**config.mk**
```make
export PLATFORM = sky130hd
export DESIGN_NAME = battle_sequencer
export DESIGN_NICKNAME = d
export VERILOG_FILES = /design/src/rtl/battle_pkg.sv /design/src/rtl/key_edge_detect.sv /design/src/rtl/battle_sequencer.sv
export SDC_FILE = /design/constraint.sdc
export NUM_CORES = 1
export LEC_CHECK = 0
export BUFFER_PORTS_ARGS = -buffer_cell sky130_fd_sc_hd__clkbuf_2
export CAP_MARGIN = 0
export CORE_MARGIN = 5
export CORE_UTILIZATION = 45
export CTS_CLUSTER_SIZE = 30
export DETAILED_ROUTE_END_ITERATION = 7
export MAX_ROUTING_LAYER = met4
export PLACE_DENSITY = 0.66
export SYNTH_ARGS = -nofsm -noshare
export SYNTH_HDL_FRONTEND = slang
export SYNTH_HIERARCHICAL = 1
export SYNTH_SLANG_ARGS = --single-unit
export TNS_END_PERCENT = 20
```
**constraint.sdc**
```tcl
create_clock -name frameClk -period 4.57 [get_ports frameClk]
set_input_delay 0.2285 -clock frameClk [delete_from_list [all_inputs] [get_ports frameClk]]
set_output_delay 0.2285 -clock frameClk [all_outputs]
set_load 0.02 [all_outputs]
```
**src/rtl/battle_pkg.sv**
```systemverilog
// battle_pkg: shared types and constants for the battle sequencer.
//   battle_state_e : 4-bit state encoding, also driven out on battle_state
//                    to the battle-screen text/sprite mux
//   KEY_*          : USB HID keycodes the sequencer reacts to
//   max3           : constant helper used to size the shared state timer
package battle_pkg;

  typedef enum logic [3:0] {
    ST_IDLE        = 4'd0,
    ST_DECIDE      = 4'd1,
    ST_MOVE_SEL    = 4'd2,
    ST_USER_ATTACK = 4'd3,
    ST_USER_HOLD   = 4'd4,
    ST_WILD_ATTACK = 4'd5,
    ST_WILD_HOLD   = 4'd6,
    ST_USER_FAINT  = 4'd7,
    ST_WILD_FAINT  = 4'd8,
    ST_ESCAPE      = 4'd9,
    ST_END         = 4'd10
  } battle_state_e;

  localparam logic [7:0] KEY_F    = 8'h09;  // "fight" menu entry
  localparam logic [7:0] KEY_E    = 8'h08;  // escape attempt
  localparam logic [7:0] KEY_1    = 8'h1E;  // move '1'; move i is KEY_1 + i
  localparam logic [7:0] KEY_BKSP = 8'h2A;  // leave move selection

  function automatic int max3(input int a, input int b, input int c);
    int m;
    m = (a > b) ? a : b;
    return (m > c) ? m : c;
  endfunction

endpackage

```
**src/rtl/key_edge_detect.sv**
```systemverilog
// key_edge_detect: turns the level keycode from the keyboard path into a
// single-frame "new key" strobe so a held key acts only once.
//   frameClk   in  : frame clock
//   Reset      in  : synchronous, active-high
//   keycode    in  : current USB HID keycode, 8'h00 = no key
//   key_new    out : keycode is non-zero and differs from last frame's keycode
//   key_code_q out : keycode registered from the previous frame
module key_edge_detect (
  input  logic       frameClk,
  input  logic       Reset,
  input  logic [7:0] keycode,
  output logic       key_new,
  output logic [7:0] key_code_q
);

  // Previous-frame keycode, captured every frame regardless of FSM state.
  always_ff @(posedge frameClk) begin
    if (Reset) begin
      key_code_q <= 8'h00;
    end else begin
      key_code_q <= keycode;
    end
  end

  assign key_new = (keycode != 8'h00) && (keycode != key_code_q);

endmodule

```
**src/rtl/battle_sequencer.sv**
```systemverilog
// battle_sequencer: turn-based battle controller between the keyboard keycode
// path and the HP/damage datapath.
//   frameClk     in  : frame clock, state advances once per frame
//   Reset        in  : synchronous, active-high
//   keycode      in  : USB HID keycode (8'h00 = none)
//   fight_on     in  : start request, looked at only in IDLE
//   abort        in  : forces END from any state other than IDLE/END
//   user_faint   in  : user creature HP == 0
//   wild_faint   in  : wild creature HP == 0
//   user_hit     out : one-frame pulse, apply user move damage to wild
//   wild_hit     out : one-frame pulse, apply wild damage to user
//   move_sel     out : chosen move index 0..NUM_MOVES-1
//   battle_end   out : one-frame pulse on battle completion
//   busy         out : high in every state except IDLE
//   turn_count   out : completed turns this battle, saturating at 255
//   battle_state out : current state encoding
// All outputs are registered from the next-state value, so they line up
// exactly with the state register.
module battle_sequencer
  import battle_pkg::*;
#(
  parameter int HOLD_LEN  = 128,
  parameter int FAINT_LEN = 256,
  parameter int ESC_LEN   = 64,
  parameter int NUM_MOVES = 4,
  parameter bit ESCAPE_EN = 1'b1
) (
  input  logic                           frameClk,
  input  logic                           Reset,
  input  logic [7:0]                     keycode,
  input  logic                           fight_on,
  input  logic                           abort,
  input  logic                           user_faint,
  input  logic                           wild_faint,
  output logic                           user_hit,
  output logic                           wild_hit,
  output logic [$clog2(NUM_MOVES+1)-1:0] move_sel,
  output logic                           battle_end,
  output logic                           busy,
  output logic [7:0]                     turn_count,
  output logic [3:0]                     battle_state
);

  localparam int MW      = $clog2(NUM_MOVES + 1);
  localparam int MAX_LEN = max3(HOLD_LEN, FAINT_LEN, ESC_LEN);
  localparam int TW      = (MAX_LEN > 1) ? $clog2(MAX_LEN) : 1;

  localparam logic [TW-1:0] HOLD_LAST  = TW'(HOLD_LEN - 1);
  localparam logic [TW-1:0] FAINT_LAST = TW'(FAINT_LEN - 1);
  localparam logic [TW-1:0] ESC_LAST   = TW'(ESC_LEN - 1);
  localparam logic [TW-1:0] TIMER_ONE  = TW'(1);
  // First keycode past the last valid move key.
  localparam logic [7:0]    KEY_MOVE_END = 8'(int'(KEY_1) + NUM_MOVES);

  battle_state_e state_r;
  battle_state_e state_fsm_s;
  battle_state_e state_next_s;
  logic [TW-1:0] timer_r;
  logic          key_new_s;
  logic [7:0]    key_prev_s;
  logic          move_key_s;
  logic [7:0]    key_off_s;
  logic          abort_ok_s;
  logic          unused_s;

  key_edge_detect u_key_edge (
    .frameClk   (frameClk),
    .Reset      (Reset),
    .keycode    (keycode),
    .key_new    (key_new_s),
    .key_code_q (key_prev_s)
  );

  // The previous keycode only matters inside the edge detector.
  assign unused_s = ^key_prev_s;

  assign key_off_s  = keycode - KEY_1;
  assign move_key_s = (keycode >= KEY_1) && (keycode < KEY_MOVE_END);
  assign abort_ok_s = abort && (state_r != ST_IDLE) && (state_r != ST_END);

  // Next-state decode; abort overrides whatever the table below chose.
  always_comb begin
    state_fsm_s = state_r;
    case (state_r)
      ST_IDLE: begin
        if (fight_on) state_fsm_s = ST_DECIDE;
        else          state_fsm_s = ST_IDLE;
      end
      ST_DECIDE: begin
        if (key_new_s && (keycode == KEY_F))
          state_fsm_s = ST_MOVE_SEL;
        else if (key_new_s && (keycode == KEY_E) && (ESCAPE_EN == 1'b1))
          state_fsm_s = ST_ESCAPE;
        else
          state_fsm_s = ST_DECIDE;
      end
      ST_MOVE_SEL: begin
        if (key_new_s && move_key_s)
          state_fsm_s = ST_USER_ATTACK;
        else if (key_new_s && (keycode == KEY_BKSP))
          state_fsm_s = ST_DECIDE;
        else
          state_fsm_s = ST_MOVE_SEL;
      end
      ST_USER_ATTACK: state_fsm_s = ST_USER_HOLD;
      ST_USER_HOLD: begin
        // Faint flags only count on the last hold frame; the user strikes
        // first, so a wild faint wins over a simultaneous user faint.
        if (timer_r == HOLD_LAST)
          state_fsm_s = wild_faint ? ST_WILD_FAINT : ST_WILD_ATTACK;
        else
          state_fsm_s = ST_USER_HOLD;
      end
      ST_WILD_ATTACK: state_fsm_s = ST_WILD_HOLD;
      ST_WILD_HOLD: begin
        if (timer_r == HOLD_LAST)
          state_fsm_s = user_faint ? ST_USER_FAINT : ST_DECIDE;
        else
          state_fsm_s = ST_WILD_HOLD;
      end
      ST_USER_FAINT, ST_WILD_FAINT: begin
        if (timer_r == FAINT_LAST) state_fsm_s = ST_END;
        else                       state_fsm_s = state_r;
      end
      ST_ESCAPE: begin
        if (timer_r == ESC_LAST) state_fsm_s = ST_END;
        else                     state_fsm_s = ST_ESCAPE;
      end
      ST_END:  state_fsm_s = ST_IDLE;
      default: state_fsm_s = ST_IDLE;
    endcase
    state_next_s = abort_ok_s ? ST_END : state_fsm_s;
  end

  // State register plus the Moore outputs, registered from the next state.
  always_ff @(posedge frameClk) begin
    if (Reset) begin
      state_r      <= ST_IDLE;
      user_hit     <= 1'b0;
      wild_hit     <= 1'b0;
      battle_end   <= 1'b0;
      busy         <= 1'b0;
      battle_state <= 4'd0;
    end else begin
      state_r      <= state_next_s;
      user_hit     <= (state_next_s == ST_USER_ATTACK);
      wild_hit     <= (state_next_s == ST_WILD_ATTACK);
      battle_end   <= (state_next_s == ST_END);
      busy         <= (state_next_s != ST_IDLE);
      battle_state <= state_next_s;
    end
  end

  // Dwell timer: zero on the first frame of every state, +1 while staying.
  // Timed states leave at LEN-1, so it never wraps where it is looked at.
  always_ff @(posedge frameClk) begin
    if (Reset) begin
      timer_r <= '0;
    end else if (state_next_s != state_r) begin
      timer_r <= '0;
    end else begin
      timer_r <= timer_r + TIMER_ONE;
    end
  end

  // Per-battle bookkeeping: turn counter and chosen move.
  always_ff @(posedge frameClk) begin
    if (Reset) begin
      turn_count <= 8'd0;
      move_sel   <= '0;
    end else if ((state_r == ST_IDLE) && fight_on) begin
      turn_count <= 8'd0;
      move_sel   <= '0;
    end else begin
      if ((state_r == ST_WILD_HOLD) && (state_next_s == ST_DECIDE) &&
          (turn_count != 8'd255))
        turn_count <= turn_count + 8'd1;
      else
        turn_count <= turn_count;
      if ((state_r == ST_MOVE_SEL) && (state_next_s == ST_USER_ATTACK))
        move_sel <= key_off_s[MW-1:0];
      else
        move_sel <= move_sel;
    end
  end

endmodule

```
==> metrics.md <==
| Metric | Value |
|---|---|
| Ys Warns | `6` |
| Setup TNS Final | `0 ns` |
| Actual slew at the worst max-slew pin | `1.07 ns` |
| Synth Area in XOR/XNOR | `6.54%` |
| Min cycle time layout | `3.12 ns` |
| Initial antenna violation count | `0` |
| Die width | `79.0 um` |
| Global-route wire length before repair | `8600 um` |
| DRT iter0 DRCs | `107` |
| WL final | `4950 um` |
| P&R area growth vs syn | `14.7%` |
| Root buf cell | `clkbuf_8` |
| Simple logic cell fraction of the synthesized area | `34.2%` |
| Ys flop type | `dfxtp_1` |
| Post-synth EDFFs | `0` |
| Post-route DRC | `0` |
| Util after Layout | `52.7%` |
| Worst min path class | `in -> reg` |
| Final Cell Area | `2460 um2` |
| Via total after detailed routing | `1906` |
| Fin Clk Skew | `0.00773 ns` |
| Hold path start | `keycode[3]` |
| Final period utilization | `68.2%` |
| Mapped Area | `2140 um2` |
| Setup Viol. Count Final | `0` |
| Clk_lat worst skew | `0.29 ns` |
| Top Ports | `33` |
| Number of diodes | `0` |
| Die Footprint | `6240 um2` |
| Final antenna-violating net count | `0` |
| Post-synthesis net count | `253` |
| Worst-path maximum fanout | `19` |
| Initial Utilization | `46.0%` |
| RR Startpoint | `state_r[1]` |
| Post-synthesis adder-cell area fraction | `1.17%` |
| # port buffers | `32` |
| CP Class | `reg -> reg` |
| PD cells | `493 nW/um2` |
| Max clock buf depth | `2` |
| Synth unique cells | `67` |
| Chip height | `79.0 um` |
| Leak | `0.876 nW` |
| Fmax | `0.321 GHz` |
| Post-synthesis sequential area ratio | `32.7%` |
| Max-Cap Viols | `0` |
| Max_slew headroom | `28.6%` |
| Fin. Hold Viols | `0` |
| Commonest non-fill, non-tap cell in the layout | `dfxtp_1` |
| Hold Path End | `u_key_edge/key_code_q[3]` |
| CP arrival | `3.33 ns` |
| Mux contribution to synthesized area | `1.46%` |
| Gpl congestion | `0.841` |
| Crit start category | `flip-flop` |
| Final Max Tran Viols | `0` |
| Syn Inst Count | `237` |
| Clock sinks | `35` |
| Placed Area | `2320 um2` |
| Crit Reg-Reg Endpoint | `turn_count[7]` |
| Post-synth ARST share | `0%` |
| Syn Area/Cell | `9.04 um2` |
| Compound-Gate Fraction of Synth Area | `20.0%` |
| Commonest non-fill, non-tap cells in the layout | `35 x dfxtp_1, 32 x clkbuf_2, 14 x nand3_1` |
| Vias per cell | `5.92` |
| GRT overflow | `0` |
| Maximum vdd drop | `293 uV` |
| H-tree depth | `2` |
| Number of synthesized register bits | `35` |
| Post_cts resized | `0` |
| Floorplan Core Area | `4660 um2` |
| CTS tree | `done` |
| Setup bufs post-CTS | `0` |
| Fillers | `430` |
| Worst-path clk slew | `0.08 ns` |
| Ratio of cells with drive above 1 in the final layout | `22.0%` |
| Nets | `283` |
| Worst Hold Depth | `2` |
| Hpwl dp | `3510 um` |
| RSZ-0062 raised after global routing | `false` |
| Total Routing Usage GR | `17.4%` |
| # rows | `25` |
| First drt pass iteration count | `4` |
| Largest net degree at the start of global routing | `28` |
| Status | `complete, no violations` |
| Total design power | `1.21 mW` |
| Largest family of logic cells by synthesized area | `simple AND/OR/NAND/NOR gates` |
| Cts bufs inserted | `5` |
| Reg2Reg Setup Slack | `1.45 ns` |
| Hold-fix buffers at CTS | `0` |
| Vias in the first global route | `1783` |
| Nature of the critical path endpoint | `flip-flop` |
| Critical Path RT | `4.78 ns` |
| Worst Reg-to-Reg Cells | `6` |
| Avg WL per Cell | `15.4 um` |
[synthesized netlist by cell type, drive strengths merged (4+ instances only)]
cell / number / share of area (%)
nor2: 13 / 2.3
or4: 8 / 2.8
o31ai: 8 / 3.3
nor2b: 13 / 3.8
o21ai: 4 / 0.93
inv: 9 / 1.6
dfxtp: 35 / 33
a21oi: 13 / 3.2
nand3: 14 / 3.3
xor2: 10 / 4.1
xnor2: 6 / 2.5
or3: 4 / 1.2
nor4: 14 / 4.4
buf: 7 / 2.0
nand2: 11 / 1.9
nor3: 4 / 0.93
or4b: 4 / 2.4
nor4b: 4 / 2.6
[kinds of logic after synthesis]
kind of cell | count (synthesis)
simple gates | 111
buf+inv | 18
fa+ha+maj | 2
xor+xnor | 16
flops | 35
compound gates | 52
mux | 3
[power by group]
part | leakage, nW | total, mW | switching, mW | internal [mW]
clock | 0.0644 | 0.336 | 0.118 | 0.218
combinational | 0.526 | 0.461 | 0.277 | 0.184
sequential | 0.285 | 0.415 | 0.0809 | 0.334
[routing by layer]
layer	up-vias	GRT usage (%)	wire length [um]
met1	896	24.7	2490
met4	0	3.95	36
met3	4	3.29	190
li1	962	-	-
met5	-	-	0
met2	44	25.8	2240
[flip-flops by register name, summed over array words and instances, names as in the netlist]
register / flops
battle_end: 1
busy: 1
move_sel: 3
state_r: 4
timer_r: 8
turn_count: 8
u_key_edge/key_code_q: 8
user_hit: 1
wild_hit: 1
[layout make-up]
type	count	area, um2	share of cell area [%]
Multi-Input combinational cell	184	1360	55.3
Sequential cell	35	701	28.5
Timing Repair Buffer	32	160	6.52
Clock buffer	5	68.8	2.80
Clock inverter	3	67.6	2.75
Tap cell	54	67.6	2.75
Inverter	9	33.8	1.37
[stage by stage]
| step | cells | hold WS (ns) | setup slack [ns] |
|---|---|---|---|
| 4_1_cts | 322 | 0.251 | 1.45 |
| 6_report | 322 | 0.252 | 1.45 |
| 3_3_place_gp | 314 | 0.473 | 1.50 |
| 3_5_place_dp | 314 | 0.471 | 1.49 |
| 5_1_grt | 322 | 0.263 | 1.19 |
| 2_1_floorplan | 237 | 0.300 | 2.14 |
[worst max path at each step]
stage | startpoint | to | slack [ns] | cells after the start
after floorplan | u_key_edge/key_code_q[6] | timer_r[2] | 2.14 | 9
after global placement | state_r[1] | turn_count[5] | 1.50 | 6
after detailed placement | state_r[1] | turn_count[7] | 1.49 | 6
after CTS | state_r[1] | turn_count[7] | 1.45 | 6
after global routing | state_r[1] | turn_count[5] | 1.19 | 6
final | state_r[1] | turn_count[7] | 1.45 | 6
[worst max-delay path, stage by stage, from the launching register on]
cell and delay, ns:
dfxtp_1 0.75, nor2b_1 0.17, or4_1 0.56, a22oi_2 0.28, nand4bb_1 0.49, or4_1 0.64, a21oi_1 0.14
Power figures use the tool's default switching activity.
